`src/rtl/decode_scoreboard_stage.sv`:
```
// decode_scoreboard_stage
//   Decode/issue stage sitting between the IF/ID register and EX. Holds one
//   instruction in an internal ID/EX register and keeps a per-register pending
//   counter for long-latency producers (loads, mul/div). A consumer whose
//   source is still pending is held back until a writeback port retires the
//   result; short-latency results are left to EX/MEM forwarding.
//
// Handshake (both sides): a transfer happens on a rising edge where the
//   sender's valid and the receiver's ready are both high. valid may not depend
//   on ready. in_ready is combinational from the current inputs and state;
//   out_valid is a plain register.
//
// Ports
//   clk, reset            clock, synchronous active-high reset
//   in_valid / in_ready   upstream handshake (in_ready doubles as PC/IFID enable)
//   in_instruction, in_PC instruction word and its PC
//   in_rs1/2, in_uses_*   source registers and whether they are read
//   in_rd, in_writes_rd   destination register and whether it is written
//   in_long_lat           result returns through a writeback port
//   flush                 kills ID/EX contents and blocks acceptance
//   out_valid / out_ready downstream handshake
//   out_*                 ID/EX register fields
//   in_wb_valid, in_wb_rd NWB long-latency writeback ports (port i at [i*RW +: RW])
//   out_sb_error          sticky: a counter would have gone below zero
//   out_stall_cycles      saturating count of stalled cycles
module decode_scoreboard_stage #(
  parameter int XLEN  = 32,
  parameter int NREGS = 32,
  parameter int NWB   = 2,
  parameter int CNT_W = 2,
  localparam int RW   = $clog2(NREGS)
) (
  input  logic              clk,
  input  logic              reset,
  input  logic              in_valid,
  output logic              in_ready,
  input  logic [31:0]       in_instruction,
  input  logic [XLEN-1:0]   in_PC,
  input  logic [RW-1:0]     in_rs1,
  input  logic [RW-1:0]     in_rs2,
  input  logic              in_uses_rs1,
  input  logic              in_uses_rs2,
  input  logic [RW-1:0]     in_rd,
  input  logic              in_writes_rd,
  input  logic              in_long_lat,
  input  logic              flush,
  output logic              out_valid,
  input  logic              out_ready,
  output logic [31:0]       out_instruction,
  output logic [XLEN-1:0]   out_PC,
  output logic [RW-1:0]     out_rs1,
  output logic [RW-1:0]     out_rs2,
  output logic [RW-1:0]     out_rd,
  output logic              out_writes_rd,
  output logic              out_long_lat,
  input  logic [NWB-1:0]    in_wb_valid,
  input  logic [NWB*RW-1:0] in_wb_rd,
  output logic              out_sb_error,
  output logic [31:0]       out_stall_cycles
);

  localparam logic [CNT_W-1:0] CNT_MAX = {CNT_W{1'b1}};

  // ID/EX register
  logic              valid_q;
  logic [31:0]       instr_q;
  logic [XLEN-1:0]   pc_q;
  logic [RW-1:0]     rs1_q, rs2_q, rd_q;
  logic              wr_q, long_q;

  // Scoreboard and status
  logic [CNT_W-1:0]  pend_q [NREGS];
  logic [CNT_W-1:0]  pend_d [NREGS];
  logic              sb_err_q, sb_err_d;
  logic [31:0]       stall_q;

  logic              idex_long_wr;
  logic              hit_rs1, hit_rs2;
  logic              idex_same_rd;
  logic [CNT_W:0]    rd_pend_sum;
  logic              sat;
  logic              accept;
  logic              handoff_inc;
  logic              stalled;

  // A long-latency producer still sitting in ID/EX has not been counted yet,
  // so it is treated as pending for hazard purposes.
  assign idex_long_wr = valid_q & long_q & wr_q;

  assign hit_rs1 = in_uses_rs1 & (in_rs1 != '0) &
                   ((pend_q[in_rs1] != '0) | (idex_long_wr & (rd_q == in_rs1)));
  assign hit_rs2 = in_uses_rs2 & (in_rs2 != '0) &
                   ((pend_q[in_rs2] != '0) | (idex_long_wr & (rd_q == in_rs2)));

  // Saturation also counts an uncounted producer for the same rd in ID/EX:
  // both it and the new instruction will be added on handoff, and the counter
  // must never wrap.
  assign idex_same_rd = idex_long_wr & (rd_q == in_rd);
  assign rd_pend_sum  = {1'b0, pend_q[in_rd]} + {{CNT_W{1'b0}}, idex_same_rd};
  assign sat          = in_writes_rd & in_long_lat & (in_rd != '0) &
                        (rd_pend_sum >= {1'b0, CNT_MAX});

  assign in_ready = ~flush & (~valid_q | out_ready) & ~hit_rs1 & ~hit_rs2 & ~sat;
  assign accept   = in_valid & in_ready;
  assign stalled  = in_valid & ~in_ready & ~flush;

  // Flushed ID/EX contents never reach EX, so they are never counted.
  assign handoff_inc = valid_q & out_ready & ~flush & long_q & wr_q & (rd_q != '0);

  // Net scoreboard update: one possible increment from the handoff minus one
  // per matching writeback port. Register 0 is never tracked.
  always_comb begin
    int net;
    net      = 0;
    sb_err_d = sb_err_q;
    for (int r = 0; r < NREGS; r++) begin
      net = int'(pend_q[r]);
      if (handoff_inc && (rd_q == RW'(r))) net = net + 1;
      for (int p = 0; p < NWB; p++) begin
        if (in_wb_valid[p] && (in_wb_rd[p*RW +: RW] == RW'(r))) net = net - 1;
      end
      if (r == 0) begin
        net = 0;
      end else if (net < 0) begin
        net      = 0;
        sb_err_d = 1'b1;
      end
      pend_d[r] = net[CNT_W-1:0];
    end
  end

  always_ff @(posedge clk) begin
    if (reset) begin
      valid_q  <= 1'b0;
      instr_q  <= '0;
      pc_q     <= '0;
      rs1_q    <= '0;
      rs2_q    <= '0;
      rd_q     <= '0;
      wr_q     <= 1'b0;
      long_q   <= 1'b0;
      for (int r = 0; r < NREGS; r++) pend_q[r] <= '0;
      sb_err_q <= 1'b0;
      stall_q  <= '0;
    end else begin
      if (flush) begin
        valid_q <= 1'b0;
      end else if (accept) begin
        valid_q <= 1'b1;
        instr_q <= in_instruction;
        pc_q    <= in_PC;
        rs1_q   <= in_rs1;
        rs2_q   <= in_rs2;
        rd_q    <= in_rd;
        wr_q    <= in_writes_rd;
        long_q  <= in_long_lat;
      end else if (out_ready) begin
        valid_q <= 1'b0;
      end
      for (int r = 0; r < NREGS; r++) pend_q[r] <= pend_d[r];
      sb_err_q <= sb_err_d;
      if (stalled && (stall_q != 32'hFFFF_FFFF)) stall_q <= stall_q + 32'd1;
    end
  end

  assign out_valid        = valid_q;
  assign out_instruction  = instr_q;
  assign out_PC           = pc_q;
  assign out_rs1          = rs1_q;
  assign out_rs2          = rs2_q;
  assign out_rd           = rd_q;
  assign out_writes_rd    = wr_q;
  assign out_long_lat     = long_q;
  assign out_sb_error     = sb_err_q;
  assign out_stall_cycles = stall_q;

endmodule

```
`config.mk`:
```
export PLATFORM = sky130hd
export DESIGN_NAME = decode_scoreboard_stage
export DESIGN_NICKNAME = d
export VERILOG_FILES = /design/src/rtl/decode_scoreboard_stage.sv
export SDC_FILE = /design/constraint.sdc
export NUM_CORES = 1
export LEC_CHECK = 0
export ABC_AREA = 1
export CORE_UTILIZATION = 40
export DETAILED_ROUTE_END_ITERATION = 12
export PLACE_DENSITY_LB_ADDON = 0.25
export SYNTH_ARGS = -nofsm -noshare
export SYNTH_HDL_FRONTEND = slang
export SYNTH_SLANG_ARGS = --single-unit
```
`constraint.sdc`:
```
create_clock -name clk -period 11.9 [get_ports clk]
set_input_delay 2.38 -clock clk [delete_from_list [all_inputs] [get_ports clk]]
set_output_delay 2.38 -clock clk [all_outputs]
set_load 0.02 [all_outputs]
```
Word level (Yosys, flattened, before mapping)
Memory sizes are Yosys's and may differ from the RTL's.
Index checks and enable logic that the tools add are counted.
Storage, ports and cells
  bits in registers: 115
  RAM bits: 64
  bits of input ports: 100
  logic and storage cells: 596
  memories: 1
Memories
  pend_q: words 32, width 2, rd ports 34, clocked after Yosys merged registers in 0, write ports 32, line 72  | logic [CNT_W-1:0] pend_q [NREGS];
Cells by class
  add/subtract/negate cells: 95
  magnitude comparators: 32
  equality and inequality tests: 97
  multiplexer cells: 192
  bitwise logic cells: 65
  reduce and logical (&&, ||, !) cells: 104
Operators with widths (number)
  32-bit two-way mux: 62
  32-bit by 2-bit subtractor with 32-bit output, second input constant: 62
  32-bit by 1-bit < comparator with 1-bit output, second input constant: 31
  5-bit == test, second input constant: 48
  2-bit two-way mux: 63
  5-bit by 4-bit == test with 1-bit output, second input constant: 24
  1-bit logical AND: 94
  2-bit by 1-bit adder with 3-bit output, second input constant: 31
  3-bit two-way mux: 31
  5-bit by 3-bit == test with 1-bit output, second input constant: 12
  1-bit two-way mux: 36
  1-bit bitwise OR: 35
  32-bit by 1-bit adder with 32-bit output, second input constant: 1
  32-bit != test, second input constant: 1
  31-bit nonzero test: 1
  5-bit by 2-bit == test with 1-bit output, second input constant: 6
  1-bit AND: 24
  5-bit nonzero test: 4
  5-bit by 1-bit == test with 1-bit output, second input constant: 3
  5-bit == test: 3
  1-bit NOT: 6
  2-bit nonzero test: 3
  2-bit by 1-bit adder with 3-bit output: 1
  3-bit by 2-bit >= comparator with 1-bit output, second input constant: 1
  2 further kinds: 2

Depth between registers and ports, before layout
Gate-level depths: netlist (run 1).
  word-level depth: 43
  mapped depth: 26
  gate-level depth less buffers: 25

Worst setup path before layout (run 1)
OpenSTA, ideal clock, no wires.
  kind: input -> output
  from: input port in_rd[1]
  to: output port in_ready
  data arrival time: 4951 ps
  data required time: 9520 ps
  slack: 4569 ps
  stages: 15
  path buffers: 3
  cell sequence: clkbuf_1 -> inv_1 -> nand2_1 -> clkbuf_1 -> o21ai_0 -> a221oi_1 -> a22oi_1 -> ha_1 -> ha_1 -> a21oi_1 -> a311oi_1 -> nor2_1 -> nand3_2 -> clkbuf_1 -> inv_1
On the way
  cells in the longest elaborated chain, start to end: 7
Ends and longest elaborated chain
  start, declared: line 43  | input logic [RW-1:0] in_rd,
  branches (longest 4 deep; another with 2-bit by 1-bit adder with 3-bit output)
  1-bit AND (*): line 100  | assign sat = in_writes_rd & in_long_lat & (in_rd != '0) &
  1-bit NOT (*): line 103  | assign in_ready = ~flush & (~valid_q | out_ready) & ~hit_rs1 & ~hit_rs2 & ~sat;
  1-bit AND (*): line 103
  end, declared: line 36  | output logic in_ready,
Every way passes the cells marked *.

Worst setup path in the final report (run 1)
Ends and elaborated chain as after synthesis.

==> results of run 1 <==
==> kinds of logic (layout without fill, tap and decap cells) <==
group,count (synthesis),count (layout),synth area share (%)
fa+ha+maj,96,96,8.032
compound gates,244,244,8.995
other cells,0,2,0
mux,1,1,0.06694
xor+xnor,67,67,3.924
simple gates,1526,1526,42.80
buf+inv,476,661,12.48
flops,177,177,23.69
==> how the worst max path moves through the flow <==
stage,start,end,slack [ns],depth (start not counted)
CTS,in_rd[1],in_ready,2.49,15
finish,in_rd[1],in_ready,2.42,15
detailed placement,in_rd[1],in_ready,2.49,15
global placement,in_rd[1],in_ready,2.51,15
floorplan,in_rd[1],in_ready,4.57,15
global route,in_rd[1],in_ready,2.06,15
==> routing by layer <==
layer  up-vias  global-route usage [%]
met5         -                       0
met4         2                   12.57
met3       117                   5.630
met2       553                   48.73
met1      8004                   35.46
li1       8524                       -
==> registers in the layout, summed over array words and instances, names as in the netlist <==
signal and cells:
out_rd 5, pend_q 62, out_sb_error 1, out_writes_rd 1
out_long_lat 1, out_stall_cycles 32, out_PC 32, out_rs1 5
out_instruction 32, out_rs2 5, out_valid 1
==> area by class of cell <==
type                            instances  share of cell area (%)
Antenna cell                            2                 0.02768
Clock buffer                           17                   2.352
Clock inverter                         15                   1.245
Inverter                              404                   8.400
Multi-Input combinational cell       1934                   52.82
Sequential cell                       177                   19.60
Tap cell                              468                   3.238
Timing Repair Buffer                  225                   12.32
==> worst max-delay path, cell delays in order <==
cell and delay, ns:
clkdlybuf4s50_1 0.61, inv_1 0.51, nand2_1 0.47, o21ai_0 0.28, a221oi_1 0.07, or3_1 0.39
a22oi_1 0.18, ha_1 0.18, ha_1 0.22, a21oi_1 0.15, a311oi_1 0.06, nor2_1 0.16
nand3_2 0.58, inv_1 0.18, clkdlybuf4s50_1 0.64
==> placed cells by master (no fill, tap or decap), types with 5 or more instances in the layout <==
| master | synthesis | final |
|---|---|---|
| nand3b_1 | 10 | 10 |
| clkdlybuf4s50_1 | 0 | 215 |
| a221oi_1 | 5 | 5 |
| o221ai_1 | 6 | 6 |
| nor3_1 | 27 | 27 |
| dfxtp_1 | 177 | 176 |
| inv_1 | 392 | 391 |
| xnor2_1 | 30 | 30 |
| o22ai_1 | 7 | 7 |
| ha_1 | 96 | 96 |
| nor4_1 | 10 | 10 |
| o211ai_1 | 5 | 5 |
| nor2_1 | 426 | 426 |
| inv_2 | 8 | 8 |
| a31oi_1 | 6 | 6 |
| nand2_1 | 706 | 706 |
| clkbuf_16 | 0 | 17 |
| o21ai_0 | 100 | 100 |
| nor2_2 | 12 | 12 |
| nand4_1 | 54 | 54 |
| and2_1 | 9 | 9 |
| or2_2 | 16 | 16 |
| xor2_1 | 37 | 37 |
| buf_4 | 12 | 10 |
| o21ai_1 | 8 | 8 |
| a21oi_1 | 91 | 91 |
| nand3_1 | 246 | 246 |
==> Yosys cell counts (all sizes together) <==
cell type	instances
nor4	10
clkinv	4
or3	1
xor2	37
o21ai	108
mux2i	1
o31ai	1
a221oi	5
a311oi	1
o211ai	5
a211oi	2
buf	41
or2	19
o221ai	6
o21a	1
nor3b	2
nor2	440
o41ai	2
o32ai	1
and2	9
a22oi	1
nand3	247
o2111ai	3
dfxtp	177
a31o	1
nand3b	10
ha	96
clkbuf	31
nor3	27
nand2	707
xnor2	30
a31oi	6
a2111oi	2
inv	400
o22ai	7
a21oi	91
a41oi	1
nand4	54
==> metrics by stage <==
stage                     total power, mW  util (%)  hold slack, ns
final                               1.581     49.28          0.4796
after CTS                           1.590     49.26          0.4860
after floorplan                    0.8164         -          0.5477
after global routing                1.648     49.28          0.5072
after detailed placement           0.9456     47.49          0.4690
after global placement             0.9404     47.49          0.4614
==> power breakdown <==
group | internal (mW) | leakage, nW | total, mW | switching (mW)
Clock | 0.359 | 0.313 | 0.645 | 0.286
Combinational | 0.117 | 6.29 | 0.304 | 0.187
Sequential | 0.613 | 1.44 | 0.632 | 0.0188
==> metrics.yaml, run 1 <==
status: "finished, final reports clean"
die_area_mm2: 0.03816
vias: 17200
num_io_pins: 216
gr-total-overflow: 0
power.leakage_nw: 8.041
clock_sinks: 177
clk_latency_ns: 0.47
gp_congestion: 1.008
dr.pass1.iters: 5
numCtsBuffers: 17
top_layer: "met5"
fp.dieH_um: 195.4
pre_cts_slack_ns: 2.494
worst_pin_slew_ns: 1.058
hold_viol: 0
hpwl_um: 43120
cts_tree: "done"
maxSlewHeadroom_pct: 29.32
wire_per_inst_um: 17.00
whs_path_depth: 2
min_period_ns: 9.485
final_antenna_net_count: 0
synth-seq-cells: 177
fillerInstances: 3813
synth_top_cell_area_share_pct: 23.69
synthToLayoutAreaGrowth_pct: 20.93
grt_usage_pct: 28.83
avgViaCountPerCell: 5.305
required_ns: 9.52
vdd_drop_max_mv: 0.09930
tns_ns: 0
wirelength_um: 55110
min_to: "out_PC[14]"
fin_area_mm2: 0.01808
reg2reg_depth: 15
grt_first_pass_wirelength_um: 85760
reg2reg_slack_ns: 7.04
grt_max_degree: 107
cp_max_fo: 33
rsz0062_at_grt: "no"
drcViolationCount: 0
clk_pin_slew_ns: 0.08
yosysUniqueCellTypes: 49
postCtsResizedCells: 0
cts_root_buffer: "clkbuf_16"
fin_worst_skew_ns: 0.01470
post_cts_buffers: 0
maxCapViolCount: 0
ys_seq_area_share_pct: 23.69
ctsHtreeMaxLevel: 4
wl_met2_um: 25960
grt_antenna_before_repair: 3
final_max_slew_viol_count: 0
final-seq-area_mm2: 0.003545
fin_cells: 3242
r2r_end: "out_rs1[1]"
initial_core_util_pct: 40.75
dr_wl_met3_um: 3543
syn-num-nets: 2783
rows: 70
synth.avg_cell_area_um2: 5.781
cp_data_arrival_time_ns: 7.10
worst_setup_path_start_kind: "input port"
syn_inst: 2587
met1_length_um: 23590
die_w_um: 195.4
coreArea_mm2: 0.03670
crit_path_end_kind: "output pin"
drt_iter0_markers: 1235
min_path_type: "flip-flop to flip-flop"
grt_pass1_vias: 15960
drive_gt1_share_pct: 3.102
worstSetupPathType: "input port to output pin"
layout_setup_ws_ns: 2.415
clk_path_buf_depth: 2
yosys_warnings: 0
finalSetupViolCount: 0
max_freq_ghz: 0.1054
multi_input_area_mm2: 0.009552
hp-start: "out_PC[14]"
yosys-top-cells-area: "dfxtp_1, nand2_1, nor2_1"
syn_area_mm2: 0.01495
r2r-start: "out_rd[2]"
place_area_mm2: 0.01743
p_per_area_mw_per_mm2: 87.42
dp.cells: 3208
nets: 2955
hold_buffers: 0
port_buffers: 215
yosys.area.top_type: "dfxtp_1"
period_share_pct: 79.71
(Power assumes the default switching activity.)
==> run 2, diff against run 1 <==
clock period = 7.78 ns   (was 11.9 ns; I/O delays follow)
==> metrics.yaml, run 2 (synthesis gave the netlist of run 1 again) <==
maxSlewHeadroom_pct: 28.12  # -1.2 points
die_area_mm2: 0.03816  # unchanged
gp_congestion: 1.026  # +1.7%
min_path_type: "flip-flop to flip-flop"
mostFrequentLayoutCells: "nand2_1, nor2_1, inv_1, nand3_1, clkdlybuf4s50_1"
status: "finished, final reports clean"
use_met2_pct: 48.88  # +0.15 points
wire_per_inst_um: 16.86  # -0.81%
crit_path_end_kind: "output pin"
cts_tree: "done"
cp_max_fo: 15  # -55%
nets: 2960  # +0.17%
cp_data_arrival_time_ns: 5.34  # -1.76 ns
hpwl_um: 43100  # about the same
worstSetupPathType: "input port to output pin"
tns_ns: 0  # unchanged
vdd_drop_max_mv: 0.1334  # +34%
drive_gt1_share_pct: 3.277  # +0.17 points
rows: 70  # unchanged
die_w_um: 195.4  # unchanged
drt_iter0_markers: 1277  # +3.4%
clk_pin_slew_ns: 0.07  # about the same
gr-total-overflow: 0  # unchanged
required_ns: 6.22  # -3.30 ns
ctsHtreeMaxLevel: 4  # unchanged
coreArea_mm2: 0.03670  # unchanged
fin_worst_skew_ns: 0.02762  # +0.01292 ns
pre_cts_slack_ns: 0.8963  # -1.598 ns
grt_pass1_vias: 16090  # +0.80%
vias: 17230  # +0.20%
numCtsBuffers: 17  # unchanged
rsz0062_at_grt: "no"
finalSetupViolCount: 0  # unchanged
largest_reg_flops: 62  # unchanged
p_per_area_mw_per_mm2: 128.1  # +47%
initial_core_util_pct: 40.75  # unchanged
layout_commonest_cell: "nand2_1"
final_antenna_net_count: 0  # unchanged
power.leakage_nw: 8.041  # about the same
layout_setup_ws_ns: 0.8794  # -1.536 ns
met1_usage_pct: 34.82  # -0.63 points
avgViaCountPerCell: 5.306  # about the same
dr.pass1.iters: 8  # +3
worst_setup_path_start_kind: "input port"
synthToLayoutAreaGrowth_pct: 20.91  # about the same
fillerInstances: 3822  # +0.24%
grt-busiest-layer: "met2"
hold_buffers: 0  # unchanged
num_io_pins: 216  # unchanged
grt_usage_pct: 28.42  # -0.41 points
min_period_ns: 6.901
met3_usage_pct: 4.577  # -1.1 points
period_share_pct: 88.70
clock_sinks: 177  # unchanged
grt_antenna_before_repair: 6  # +3
port_buffers: 215  # unchanged
regMostFlops: "pend_q"
wirelength_um: 54770  # -0.63%
grt_max_degree: 86  # -20%
clk_latency_ns: 0.48  # about the same
worst_pin_slew_ns: 1.076  # +0.01787 ns
maxCapViolCount: 0  # unchanged
grt_first_pass_wirelength_um: 84990  # -0.89%
drcViolationCount: 0  # unchanged
postCtsResizedCells: 0  # unchanged
hold_viol: 0  # unchanged
final_max_slew_viol_count: 0  # unchanged
fp.dieH_um: 195.4  # unchanged
post_cts_buffers: 0  # unchanged
cts_root_buffer: "clkbuf_16"
max_freq_ghz: 0.1449
clk_path_buf_depth: 2  # unchanged
==> run 2: cell count changes in the layout (fill, tap and decap cells not counted) <==
cell        delta
clkinv_4       +2
inv_6          +2
buf_12         +1
clkinvlp_4     -1
clkinv_8       +4
clkinv_2       -1
bufinv_16      -4
diode_2        +1
inv_8          -2
buf_4          +4
==> run 2: power by group <==
group / switching [mW] / internal (mW) / leakage [nW]
Sequential: 0.0293 / 0.938 / 1.44
Combinational: 0.287 / 0.181 / 6.32
Clock: 0.452 / 0.430 / 0.285
Total: 0.768 / 1.55 / 8.04
==> run 2: layer usage <==
layer  wire [um]  part of all wire, %
met4        2198                  4.0
met3        3920                  7.2
met2       25770                   47
met1       22830                   42
met5          44                0.080
==> run 2: worst paths after layout <==
kind	from	endpoint	slack, ns	cells after the start
worst max-delay path	in_rd[1]	in_ready	0.88	16
worst min-delay path	out_rs1[2]	out_rs1[2]	0.48	2
worst max register to register	out_long_lat	out_sb_error	3.22	20
worst min register to register	out_rs1[2]	out_rs1[2]	0.48	2
==> run 2: area by class of cell <==
type / instances / area (um2) / share of cell area (%)
Multi-Input combinational cell: 1934 / 9552 / 52.83
Sequential cell: 177 / 3545 / 19.60
Clock inverter: 15 / 170.2 / 0.9411
Inverter: 404 / 1519 / 8.401
Tap cell: 468 / 585.6 / 3.239
Antenna cell: 3 / 7.507 / 0.04152
Timing Repair Buffer: 230 / 2277 / 12.59
Clock buffer: 17 / 425.4 / 2.353
==> run 2: critical path, cell delays in order <==
cell,delay [ns]
clkdlybuf4s50_1,0.61
inv_1,0.12
buf_4,0.23
nand2_1,0.33
o21ai_0,0.31
a221oi_1,0.07
or3_1,0.33
a22oi_1,0.20
ha_1,0.19
ha_1,0.22
a21oi_1,0.15
a311oi_1,0.07
nor2_1,0.14
nand3_2,0.13
inv_1,0.08
clkdlybuf4s50_1,0.61
==> run 2: through the flow <==
step	instance area [um2]	std cells	power [mW]	utilization [%]	hold slack (ns)
floorplan	14950	2587	1.249	-	0.5477
global placement	17480	3213	1.440	47.63	0.4615
detailed placement	17480	3213	1.449	47.63	0.4699
CTS	18070	3245	2.330	49.25	0.4862
global route	18080	3248	2.418	49.27	0.5096
finish	18080	3248	2.317	49.27	0.4795
==> patch (config.mk and constraints of run 2) <==
Change the parameter `CNT_W` from 2 to 3.
--- a/src/rtl/decode_scoreboard_stage.sv
+++ b/src/rtl/decode_scoreboard_stage.sv
@@ -27,7 +27,7 @@
   parameter int XLEN  = 32,
   parameter int NREGS = 32,
   parameter int NWB   = 2,
-  parameter int CNT_W = 2,
+  parameter int CNT_W = 3,
   localparam int RW   = $clog2(NREGS)
 ) (
   input  logic              clk,
Check against the original RTL: not settled (the Yosys comparison gave no result); the edit may change what the design does.
==> patch against run 2 <==
  * Maximum frequency is 1.0% higher
  * Critical endpoint unchanged
  * Sequential share of layout area is 2.2 points lower
  * Largest power group is now clock
  * Total power is 37% higher
  * Worst setup slack better by 0.070 ns
  * Cell area is 32% higher
  * Count of clock-buffer cells in the layout is 13 higher
  * Synthesized area is 36% higher
  * Wire length is 35% higher
  * Sequential cell count is 31 higher
  * Critical path type unchanged
==> patch: results (changes against run 2) <==
Critical path
  – Crit path arrival time: 5.27 ns (-0.07 ns)
  – CP max FO: 24 (+9)

Route
  – DRT Pass-1 Iters: 9 (+1)
  – Final wirelength: 73.7 mm (+35%)
  – Vias: 22,800 (+32%)

Global route
  – Largest net degree at the start of global routing: 83 (-3.5%)
  – First-pass GRT wire length: 111 mm (+31%)
  – Total Routing Usage GR: 0.276 (-0.00839)
  – Met3 usage: 0.0459 (+0.000179)
  – Vias in the first global route: 20,000 (+24%)
  – GR Util met1: 0.360 (+0.0114)
  – Met2 global-route usage: 0.451 (-0.0379)
  – Initial antenna violation count: 0 (-6)

Floorplan
  – DIE AREA: 0.0517 mm^2 (+35%)

Placement
  – HPWL Detailed: 56.4 mm (+31%)

Clock tree
  – CTS Buffer Depth: 3 (+1)
  – Clock transition at the registers of the reported paths: 0.05 ns (-0.02 ns)
  – # H-tree levels: 1 (-3)
  – CTS buffer count: 27 (+10)

Timing
  – Clock Skews: 0.0142 ns (-0.0134 ns)

Finish
  – Layout cells sized above 1: 0.0415 (+0.00874)
  – Number of flip-flops in the largest register: 93 (+50%)
  – Nets@finish: 3,989 (+35%)

Yosys
  – Yosys cell types: 52 (+6.1%)
  – Post-synthesis sequential area ratio: 0.205 (-0.0320)
  – Top cells by area, synth: dfxtp_1 20%, nand2_1 19%, inv_1 11%
  – Mapped Nets: 3,830 (+38%)

Power
  – Static leakage: 11.6 nW (+44%)
  – Max VDD drop: 284 uV (+110%)

Run status
  – Status: complete, no violations
[patch: cell type report]
cell class	count	area, um^2
flip-flops and latches	208	4160
multi-input cells	2661	13300
well taps	672	841
clock inverters	19	293
repair buffers	236	2300
inverters	628	2360
clock buffers	30	697
fillers	5401	26200
[patch: per-layer routing]
| metal | vias up | share of wire |
|---|---|---|
| met1 | 10200 | 0.44 |
| li1 | 11600 | - |
| met4 | 0 | 0.042 |
| met3 | 140 | 0.072 |
| met2 | 754 | 0.45 |
| met5 | - | 0 |
[patch: path summary, 6_finish.rpt]
| path | from | to | slack, ns | cells after the start |
|---|---|---|---|---|
| hold reg to reg | out_stall_cycles[0] | out_stall_cycles[0] | 0.50 | 2 |
| setup / recovery | in_rd[0] | in_ready | 0.95 | 17 |
| setup reg to reg | out_rd[1] | out_sb_error | 3.49 | 22 |
| hold / removal | out_stall_cycles[0] | out_stall_cycles[0] | 0.50 | 2 |
[patch: where the power goes]
part	total, mW	switching, mW	internal, mW
combinational	0.629	0.404	0.224
sequential	1.14	0.0383	1.10
clock	1.42	0.560	0.856
total	3.18	1.00	2.18
[patch: cell families (layout without fill, tap and decap cells)]
group | Yosys count | in the layout | synth area share
compound gates | 292 | 292 | 0.0831
xor+xnor | 98 | 98 | 0.0422
fa+ha+maj | 127 | 127 | 0.0782
buf+inv | 734 | 913 | 0.141
flops | 208 | 208 | 0.205
mux | 3 | 3 | 0.00166
simple gates | 2141 | 2141 | 0.449
[patch: metrics by stage]
stage,std cells,area [um^2],utilization
global placement,4405,23000,0.458
global route,4454,24000,0.477
finish,4454,24000,0.477
detailed placement,4405,23000,0.458
CTS,4454,24000,0.477
floorplan,3603,20300,-
[patch: critical path: stages]
cell,delay [ns]
clkdlybuf4s50_1,0.45
buf_4,0.24
nor2_4,0.34
clkinv_1,0.41
o221ai_1,0.31
o211ai_1,0.14
a32oi_1,0.29
ha_1,0.22
ha_1,0.23
nand2_1,0.06
inv_1,0.04
nand3_1,0.07
nand2_1,0.05
nand2_1,0.06
nand3_2,0.10
inv_2,0.10
clkdlybuf4s50_1,0.60
